===== config.mk =====
export PLATFORM = sky130hd
export DESIGN_NAME = imem_program_loader
export DESIGN_NICKNAME = d
export VERILOG_FILES = /design/src/rtl/imem_program_loader.sv
export SDC_FILE = /design/constraint.sdc
export NUM_CORES = 1
export LEC_CHECK = 0
export ABC_AREA = 1
export CORE_MARGIN = 1
export CORE_UTILIZATION = 30
export CTS_CLUSTER_DIAMETER = 50
export CTS_CLUSTER_SIZE = 12
export DETAILED_ROUTE_END_ITERATION = 6
export PLACE_DENSITY_LB_ADDON = 0.25
export RECOVER_POWER = 100
export SYNTH_ARGS = -nofsm -noshare
export SYNTH_HDL_FRONTEND = slang
export SYNTH_SLANG_ARGS = --single-unit
export TNS_END_PERCENT = 5

===== constraint.sdc =====
create_clock -name clk -period 2 [get_ports clk]
set_input_delay 0.4 -clock clk [delete_from_list [all_inputs] [get_ports clk]]
set_output_delay 0.4 -clock clk [all_outputs]
set_load 0.02 [all_outputs]

===== src/rtl/imem_program_loader.sv =====
// imem_program_loader: streams a byte image (header N, then 4*N little-endian data bytes) into instruction memory.
// Define CHECKSUM_EN to require a trailing XOR-of-data byte before the core is released from reset.
module imem_program_loader #(
    parameter int DEPTH  = 32,
    parameter int ADDR_W = 5
) (
    input  logic              clk,
    input  logic              reset,
    input  logic              start,
    input  logic              byte_valid,
    input  logic [7:0]        byte_data,
    output logic              byte_ready,
    output logic              imem_we,
    output logic [ADDR_W-1:0] imem_addr,
    output logic [31:0]       imem_wdata,
    output logic              cpu_reset,
    output logic              done,
    output logic              error
);
    localparam int CNT_W = $clog2(DEPTH + 1);

    typedef enum logic [2:0] {
        S_IDLE   = 3'd0,
        S_HEADER = 3'd1,
        S_DATA   = 3'd2,
        S_WRITE  = 3'd3,
`ifdef CHECKSUM_EN
        S_CHK    = 3'd4,
`endif
        S_DONE   = 3'd5,
        S_ERR    = 3'd6
    } state_t;

    state_t            r_state;
    state_t            w_next;
    logic [CNT_W-1:0]  r_len;
    logic [CNT_W-1:0]  r_word_cnt;
    logic [1:0]        r_idx;
    logic [23:0]       r_asm;
    logic [ADDR_W-1:0] r_imem_addr;
    logic [31:0]       r_imem_wdata;
    logic              w_fire;
    logic              w_hdr_bad;
    logic              w_last_word;
`ifdef CHECKSUM_EN
    logic [7:0]        r_xor;
`endif

    assign w_fire      = byte_valid & byte_ready;
    assign w_hdr_bad   = (byte_data == 8'd0) || ({24'd0, byte_data} > 32'(DEPTH));
    assign w_last_word = (r_word_cnt + CNT_W'(1)) == r_len;
    assign imem_addr   = r_imem_addr;
    assign imem_wdata  = r_imem_wdata;

    // NOTE: sequential state uses non-blocking (<=) so every register samples pre-edge values.
    always_ff @(posedge clk) begin
        if (reset) r_state <= S_IDLE;
        else       r_state <= w_next;
    end

    // NOTE: w_next is defaulted before the case so no path leaves it unassigned (no latch).
    always_comb begin
        w_next = r_state;
        case (r_state)
            S_IDLE:   if (start) w_next = S_HEADER;
            S_HEADER: if (w_fire) w_next = w_hdr_bad ? S_ERR : S_DATA;
            S_DATA:   if (w_fire && r_idx == 2'd3) w_next = S_WRITE;
            S_WRITE: begin
                if (!w_last_word) w_next = S_DATA;
`ifdef CHECKSUM_EN
                else              w_next = S_CHK;
`else
                else              w_next = S_DONE;
`endif
            end
`ifdef CHECKSUM_EN
            S_CHK:    if (w_fire) w_next = (byte_data == r_xor) ? S_DONE : S_ERR;
`endif
            S_DONE, S_ERR: if (start) w_next = S_HEADER;
            default:  w_next = S_IDLE;
        endcase
    end

    always_comb begin
        byte_ready = 1'b0;
        imem_we    = 1'b0;
        cpu_reset  = 1'b1;
        done       = 1'b0;
        error      = 1'b0;
        case (r_state)
            S_HEADER: byte_ready = 1'b1;
            S_DATA:   byte_ready = 1'b1;
`ifdef CHECKSUM_EN
            S_CHK:    byte_ready = 1'b1;
`endif
            S_WRITE:  imem_we    = 1'b1;
            S_DONE: begin
                done      = 1'b1;
                cpu_reset = 1'b0;
            end
            S_ERR:    error      = 1'b1;
            default:  ;
        endcase
    end

    // Bytes shift in from the top so after three bytes r_asm holds {b2, b1, b0}.
    always_ff @(posedge clk) begin
        if (reset) begin
            r_len        <= '0;
            r_word_cnt   <= '0;
            r_idx        <= '0;
            r_asm        <= '0;
            r_imem_addr  <= '0;
            r_imem_wdata <= '0;
        end else begin
            if (r_state == S_HEADER && w_fire) begin
                r_len      <= CNT_W'(byte_data);
                r_word_cnt <= '0;
                r_idx      <= '0;
            end
            if (r_state == S_DATA && w_fire) begin
                r_idx <= r_idx + 2'd1;
                r_asm <= {byte_data, r_asm[23:8]};
                if (r_idx == 2'd3) begin
                    r_imem_addr  <= ADDR_W'(r_word_cnt);
                    r_imem_wdata <= {byte_data, r_asm};
                end
            end
            if (r_state == S_WRITE) r_word_cnt <= r_word_cnt + CNT_W'(1);
        end
    end

`ifdef CHECKSUM_EN
    always_ff @(posedge clk) begin
        if (reset || (w_next == S_HEADER && r_state != S_HEADER)) r_xor <= '0;
        else if (r_state == S_DATA && w_fire)                     r_xor <= r_xor ^ byte_data;
    end
`endif
endmodule


==> impl_metrics.env, run 1 <==
export IMPL_leakagePower_nw=1.55
export IMPL_syn_inst=422
export IMPL_synth_common_cells="nand2_1 (116), dfxtp_1 (78), a21oi_1 (72), nand3_1 (53), inv_1 (27)"
export IMPL_fin_nets=487
export IMPL_wl_per_cell_um=12.3
export IMPL_r2r_end="imem_wdata[28]"
export IMPL_arrival_ns=1.48
export IMPL_irDropWorstVdd_mv=0.315
export IMPL_yosys_area_share_simple=0.270
export IMPL_antenna_cells=0
export IMPL_place_congestion=0.814
export IMPL_setup_violations=0
export IMPL_cp_buffers_inverters=2
export IMPL_cts_buffer_depth=2
export IMPL_dp_hpwl_um=5250
export IMPL_critPathMaxFanout=4
export IMPL_drive_gt1_frac=0.0732
export IMPL_start_util=0.309
export IMPL_synth_edf_count=0
export IMPL_worstPathCellList="inv_2 > nor2_4 > nand2_1 > nand2_4 > dlygate4sd2_1"
export IMPL_synth_top_family_by_area="simple AND/OR/NAND/NOR gates"
export IMPL_rr_startpoint="r_state[1]"
export IMPL_worst_pin_slew_ns=0.586
export IMPL_start_kind="flop"
export IMPL_min_period_ns=1.88
export IMPL_rr_worst_depth=7
export IMPL_synthFlopType="dfxtp_1"
export IMPL_dp_cells=598
export IMPL_finalClockSkew_ns=0.00850
export IMPL_cts_tree="done"
export IMPL_crit_slowest_cell="dfxtp_1"
export IMPL_totalWireLength_um=7570
export IMPL_finalSetupTns_ns=0
export IMPL_hold_buffers=0
export IMPL_grt_overflow=0
export IMPL_via_count=2893
export IMPL_reg2reg_slack_ns=0.21
export IMPL_slew_viol_final=0
export IMPL_yosysSeqAreaShare=0.489
export IMPL_final_util=0.390
export IMPL_hold_path_startpoint="reset"
export IMPL_area_growth_pct=25.9
export IMPL_root_buffer="clkbuf_8"
export IMPL_dieHeight_um=105
export IMPL_portBuffers=53
export IMPL_synth_nets=436
export IMPL_synth_compound_area_frac=0.151
export IMPL_rows=37
export IMPL_cp_data_required_time_ns=1.60
export IMPL_synth_top_area_cell="dfxtp_1"
export IMPL_cp_top_family="flip-flops"
export IMPL_firstDrtPassIters=4
export IMPL_yosysMostFrequentCell="nand2_1"
export IMPL_fp_dieW_um=105
export IMPL_clock_latency_ns=0.35
export IMPL_worstHoldPathCells=3
export IMPL_finalHoldViolations=0
export IMPL_synthXorXnorAreaFrac=0
export IMPL_final_cells=614
export IMPL_synth_adder_area_share=0.00783
export IMPL_coreArea_um2=10300
export IMPL_synth_area_leaders="dfxtp_1 (49%), nand2_1 (14%), a21oi_1 (11%), nand3_1 (8.3%), inv_1 (3.2%)"
export IMPL_drv_cap=0
export IMPL_endpoint="byte_ready"
export IMPL_period_share=0.942
export IMPL_async_reset_ff_frac=0
export IMPL_rsz0062_at_grt="false"
export IMPL_drtIter0Drc=134
export IMPL_numCtsBuffers=9
export IMPL_cp_depth=5
export IMPL_max_freq_ghz=0.531
export IMPL_die_area_um2=11100
export IMPL_hold_class="in -> reg"
export IMPL_powerDensity_nw_per_um2=932
export IMPL_grt_pass1_vias=2701
export IMPL_slew_headroom=0.609
export IMPL_clkTransAtPathRegs_ns=0.09
export IMPL_synthDistinctLibCells=25
export IMPL_grt_max_degree=58
export IMPL_grt_pass1_wl_um=13000
export IMPL_antenna_found_initial=0
export IMPL_endpoint_kind="output pin"
export IMPL_final_antenna_net_count=0
export IMPL_clock_sinks=78
export IMPL_pin_count=54
export IMPL_synth_warnings=0
export IMPL_synth_area_per_cell_um2=7.57
export IMPL_cts_max_level=3
export IMPL_status="complete, no violations"
export IMPL_yosysTopAreaCellShare=0.489
export IMPL_syn_area_um2=3190
export IMPL_synthMuxAreaShare=0
export IMPL_synth_seq_cells=78
export IMPL_grt_usage=0.146
export IMPL_critPathMaxStageDelay_ns=0.40
export IMPL_via_per_inst=4.71
export IMPL_startpoint="r_state[1]"
export IMPL_drc=0
export IMPL_criticalPathCategory="reg -> out"
[how the worst min path moves through the flow]
stage	end	slack (ns)
finish	r_state[2]	0.43
global route	imem_wdata[27]	0.44
CTS	r_state[2]	0.42
detailed placement	imem_wdata[1]	0.46
global placement	r_asm[0]	0.45
floorplan	r_idx[0]	0.44
[report_power, final]
part,switching [mW],internal [mW]
Combinational,0.449,0.226
Sequential,0.0768,1.64
Clock,0.616,0.745
[cells in the final DEF (no fill, tap or decap), drive strengths merged, types with 11 or more instances in the layout]
cell type,n
nand2,120
dfxtp,78
a21oi,72
nand3,53
dlygate4sd3,38
inv,31
nor2,16
clkbuf,14
o21ai,13
buf,11
[layout make-up]
cell class                 instances  area, um2
timing repair buffer              66        612
tap                              136        170
clock inverter                     6       92.6
multi-input combinational        289       1340
clock buffer                      10        138
sequential                        78       1560
inverter                          29        109
fill                            1085       6300
[state kept, by name, indices dropped and copies added (netlist names)]
signal and cells:
imem_wdata 32, r_asm 24, r_len 6, r_word_cnt 6
imem_addr 5, r_state 3, r_idx 2
[logic make-up after synthesis]
logic type / Yosys count
simple gates: 194
compound gates: 93
flops: 78
buf+inv: 55
fa+ha+maj: 2
[what timing repair did]
item,4_1_cts,5_1_grt
buffers inserted,0,0
gates cloned,0,0
setup endpoints to repair,4,1
gates resized for setup,5,1
[tightest hold or removal path, cell delays in order]
cell and delay (ns):
buf_2 0.10, buf_4 0.19, a21oi_1 0.05
[metal layers]
metal	vias up	GRT usage	wire length, um
li1	1499	-	-
met5	-	0	0
met3	12	0.0387	305
met2	61	0.215	3230
met4	0	0.0553	121
met1	1321	0.203	3910
[metrics by stage]
stage               setup slack (ns)  power [mW]  hold slack, ns  instance area [um2]
CTS                           0.0196        3.82           0.421                 4070
finish                         0.116        3.75           0.431                 4020
global route                  0.0266        3.95           0.436                 4020
floorplan                      0.598        2.29           0.438                 3190
detailed placement             0.147        2.49           0.455                 3850
global placement               0.159        2.47           0.449                 3850
No activity file was read; power rests on OpenSTA's default activity.
==> run 2, diff against run 1 <==
- clock period: 2 -> 1.74 ns (I/O delays scaled with it)
==> run 2 against run 1 <==
Effect of this change: non-clock buffer count is 13 higher; utilization up 0.75 points; total power rose by 9.8%; count of clock-buffer cells in the layout is 1 lower; flip-flop and latch count stayed put; critical path type unchanged; largest cell class unchanged; combinational power rose by 30%.
==> impl_metrics.env, run 2 (synthesis gave the netlist of run 1 again) <==
export IMPL_clock_sinks=78
export IMPL_status="complete, no violations"
export IMPL_pwr_share_clk=0.307
export IMPL_drv_cap=0
export IMPL_critPathMaxFanout=2
export IMPL_root_buffer="clkbuf_8"
export IMPL_rsz0062_at_grt="true"
export IMPL_portBuffers=53
export IMPL_endpoint_kind="output pin"
export IMPL_drc=0
export IMPL_dieHeight_um=105
export IMPL_antenna_found_initial=0
export IMPL_fin_hold_ws_ns=0.307
export IMPL_via_count=2904
export IMPL_start_util=0.309
export IMPL_setup_violations=0
export IMPL_hold_buffers=0
export IMPL_period_share=0.954
export IMPL_critPathMaxStageDelay_ns=0.61
export IMPL_drive_gt1_frac=0.118
export IMPL_grt_max_degree=39
export IMPL_worstPathCellList="clkdlybuf4s50_1"
export IMPL_criticalPathCategory="reg -> out"
export IMPL_multi_input_area_um2=1370
export IMPL_cts_buffer_depth=2
export IMPL_die_area_um2=11100
export IMPL_clkTransAtPathRegs_ns=0.09
export IMPL_irDropWorstVdd_mv=0.365
export IMPL_grt_pass1_wl_um=12800
export IMPL_grt_use_met2=0.218
export IMPL_place_congestion=0.835
export IMPL_cp_top_family="buffers and inverters"
export IMPL_grt_busiest_layer="met2"
export IMPL_fin_nets=500
export IMPL_cp_buffers_inverters=1
export IMPL_totalWireLength_um=7660
export IMPL_seqCellArea_um2=1570
export IMPL_grt_overflow=0
export IMPL_finalClockSkew_ns=0.00813
export IMPL_use_met3=0.0262
export IMPL_final_util=0.397
export IMPL_pwr_share_seq=0.480
export IMPL_numCtsBuffers=9
export IMPL_worst_pin_slew_ns=0.410
export IMPL_firstDrtPassIters=4
export IMPL_dp_cells=611
export IMPL_slew_viol_final=0
export IMPL_fp_dieW_um=105
export IMPL_final_cells=627
export IMPL_layout_commonest_cell="nand2_1"
export IMPL_antenna_cells=0
export IMPL_arrival_ns=1.31
export IMPL_worstHoldPathCells=2
export IMPL_start_kind="flop"
export IMPL_min_period_ns=1.66
export IMPL_max_freq_ghz=0.602
export IMPL_final_cell_mix="nand2_1 (116), dfxtp_1 (74), a21oi_1 (72)"
export IMPL_p_sw_mw=1.37
export IMPL_hold_class="in -> reg"
export IMPL_wl_per_cell_um=12.2
export IMPL_cts_tree="done"
export IMPL_drtIter0Drc=126
export IMPL_crit_slowest_cell="clkdlybuf4s50_1"
export IMPL_cp_data_required_time_ns=1.39
export IMPL_coreArea_um2=10300
export IMPL_leakagePower_nw=1.46
export IMPL_via_per_inst=4.63
export IMPL_pin_count=54
export IMPL_combPwrFrac=0.213
export IMPL_p_int_mw=2.75
export IMPL_slew_headroom=0.727
export IMPL_finalHoldViolations=0
export IMPL_clock_latency_ns=0.36
export IMPL_grt_pass1_vias=2687
export IMPL_rr_worst_depth=8
export IMPL_final_antenna_net_count=0
export IMPL_cp_depth=1
export IMPL_largest_register_ff_count=32
export IMPL_grt_usage=0.145
export IMPL_swShare=0.333
export IMPL_area_growth_pct=28.3
export IMPL_cts_max_level=3
export IMPL_use_met1=0.203
export IMPL_rows=37
export IMPL_fillers=1063
export IMPL_dp_hpwl_um=5490
export IMPL_powerDensity_nw_per_um2=1000
run 2: layer usage:
layer  vias up  part of all wire
li1       1527                 -
met1      1307              0.51
met2        62              0.44
met3         8             0.040
met4         0             0.010
met5         -                 0
run 2: final cells by class:
class | count | share of cell area
Multi-Input combinational cell | 289 | 0.334
Clock inverter | 7 | 0.0143
Tap cell | 136 | 0.0415
Sequential cell | 78 | 0.382
Timing Repair Buffer | 79 | 0.171
Clock buffer | 9 | 0.0302
Inverter | 29 | 0.0266
run 2: path summary, 6_finish.rpt:
check | endpoint | slack [ns] | from
worst max-delay path | imem_addr[0] | 0.08 | imem_addr[0]
worst min-delay path | r_state[2] | 0.31 | reset
worst max register to register | imem_wdata[16] | 0.13 | r_state[1]
worst min register to register | imem_wdata[0] | 0.46 | imem_wdata[0]
run 2: through the flow:
stage | instance area [um2] | setup TNS [ns] | power [mW] | setup WS (ns)
3_5_place_dp | 3980 | -0.0586 | 2.95 | -0.0161
5_1_grt | 4100 | -0.0248 | 4.34 | -0.0138
2_1_floorplan | 3190 | 0 | 2.63 | 0.338
4_1_cts | 4170 | 0 | 4.20 | 0.0147
3_3_place_gp | 3980 | 0 | 2.94 | 0.0150
6_report | 4100 | 0 | 4.12 | 0.0802
run 2: repair_timing:
item / 4_1_cts / 5_1_grt
pin swaps: 0 / 0
resized for setup: 11 / 6
buffers inserted: 0 / 0
setup endpoints to repair: 5 / 6
run 2: power groups by stage:
| stage | Sequential [mW] | Combinational [mW] | Clock, mW |
|---|---|---|---|
| 2_1_floorplan | 1.98 | 0.651 | 0 |
| 3_3_place_gp | 2.01 | 0.934 | 0 |
| 3_5_place_dp | 2.01 | 0.946 | 0 |
| 4_1_cts | 1.97 | 0.939 | 1.29 |
| 5_1_grt | 1.99 | 0.979 | 1.37 |
| 6_report | 1.98 | 0.877 | 1.26 |
==> run 3, diff against run 2 <==
- CORE_ASPECT_RATIO: default -> 1.25
- CORE_UTILIZATION: 30 -> 50
- SETUP_SLACK_MARGIN: default -> 0.4
==> run 3 against run 2 <==
Effect of this change: combinational power grew 22%; design area grew 2.5%; count of clock-buffer cells in the layout grew 3.
==> impl_metrics.env, run 3 (synthesis gave the netlist of run 1 again) <==
export IMPL_area_growth_pct=31.5
export IMPL_clkTransAtPathRegs_ns=0.08
export IMPL_cts_max_level=3
export IMPL_root_buffer="clkbuf_8"
export IMPL_dp_hpwl_um=5210
export IMPL_start_util=0.518
export IMPL_fp_dieW_um=73.5
export IMPL_final_cell_mix="nand2_1 (116), dfxtp_1 (72), a21oi_1 (69)"
export IMPL_hold_buffers=0
export IMPL_slew_headroom=0.689
export IMPL_grt_max_degree=37
export IMPL_status="complete, no violations"
export IMPL_final_antenna_net_count=0
export IMPL_clock_latency_ns=0.34
export IMPL_grt_usage=0.244
export IMPL_coreArea_um2=6170
export IMPL_worst_pin_slew_ns=0.465
export IMPL_powerDensity_nw_per_um2=1040
export IMPL_start_kind="flop"
export IMPL_grt_pass1_vias=2754
export IMPL_drv_cap=0
export IMPL_arrival_ns=1.88
export IMPL_totalWireLength_um=7890
export IMPL_setup_violations=0
export IMPL_dieHeight_um=91.4
export IMPL_antenna_cells=0
export IMPL_place_congestion=0.819
export IMPL_period_share=0.926
export IMPL_via_per_inst=5.23
export IMPL_wl_per_cell_um=13.5
export IMPL_finalClockSkew_ns=0.00622
export IMPL_max_freq_ghz=0.620
export IMPL_numCtsBuffers=9
export IMPL_drc=0
export IMPL_antenna_found_initial=0
export IMPL_cts_tree="done"
export IMPL_critPathMaxFanout=5
export IMPL_rows=32
export IMPL_grt_overflow=0
export IMPL_fin_ws_ns=0.128
export IMPL_finalPower_mw=4.36
export IMPL_criticalPathCategory="reg -> reg"
export IMPL_finalSetupTns_ns=0
export IMPL_hold_class="in -> reg"
export IMPL_largest_register_ff_count=32
export IMPL_pin_count=54
export IMPL_cp_data_required_time_ns=2.01
export IMPL_drtIter0Drc=239
export IMPL_grt_pass1_wl_um=12600
export IMPL_via_count=3049
export IMPL_fin_hold_ws_ns=0.377
export IMPL_fin_nets=507
export IMPL_pre_cts_ws_ns=-0.0000263
export IMPL_slew_viol_final=0
export IMPL_firstDrtPassIters=5
export IMPL_endpoint_kind="flop"
export IMPL_irDropWorstVdd_mv=0.793
export IMPL_drive_gt1_frac=0.155
export IMPL_portBuffers=53
export IMPL_cts_buffer_depth=2
export IMPL_layout_commonest_cell="nand2_1"
export IMPL_finalHoldViolations=0
export IMPL_min_period_ns=1.61
export IMPL_clock_sinks=78
export IMPL_rsz0062_at_grt="true"
export IMPL_leakagePower_nw=1.71
export IMPL_die_area_um2=6710
run 3: stage by stage:
step,cell area (um2),instances,utilization
6_report,4200,583,0.681
5_1_grt,4200,583,0.681
4_1_cts,4090,572,0.663
3_5_place_dp,3860,552,0.627
3_3_place_gp,3860,552,0.627
2_1_floorplan,3210,422,-
run 3: worst paths after layout:
| path | startpoint | end | slack [ns] | cells after the start |
|---|---|---|---|---|
| max | r_word_cnt[0] | r_state[2] | 0.13 | 11 |
| max reg2reg | r_word_cnt[0] | r_state[2] | 0.13 | 11 |
| min | reset | imem_wdata[17] | 0.38 | 2 |
| min reg2reg | imem_wdata[13] | imem_wdata[13] | 0.46 | 2 |
run 3: layer usage:
metal / routed length [um] / vias to the layer above / track usage
li1: - / 1530 / -
met1: 3170 / 1440 / 0.296
met2: 4310 / 66 / 0.414
met3: 249 / 13 / 0.0411
met4: 157 / 0 / 0.109
met5: 0 / - / 0
run 3: final cells by class:
type	instances	area [um2]
clock buffer	12	135
multi-input combinational	289	1440
sequential	78	1580
clock inverter	4	47.5
timing repair buffer	86	786
inverter	29	111
fill	585	1970
tap	85	106
run 3: worst max-delay path, stage by stage, from the launching register on:
cell	delay, ns
dfxtp_2	0.39
ha_4	0.16
nand3_1	0.09
nand2_1	0.09
nand2_1	0.07
nand2_1	0.07
nand3_1	0.08
nor2_1	0.19
nand3_2	0.12
nand2_2	0.07
nand2_2	0.06
a21oi_2	0.14
run 3: timing repair:
item                       CTS  global route
setup buffers                4             8
setup endpoints to repair  104           120
pin swaps                    3            12
resized for setup           87            18
cloned                       0             3
run 3: power by group:
part | switching, mW | internal (mW)
Combinational | 0.639 | 0.427
Sequential | 0.102 | 1.89
Clock | 0.641 | 0.661
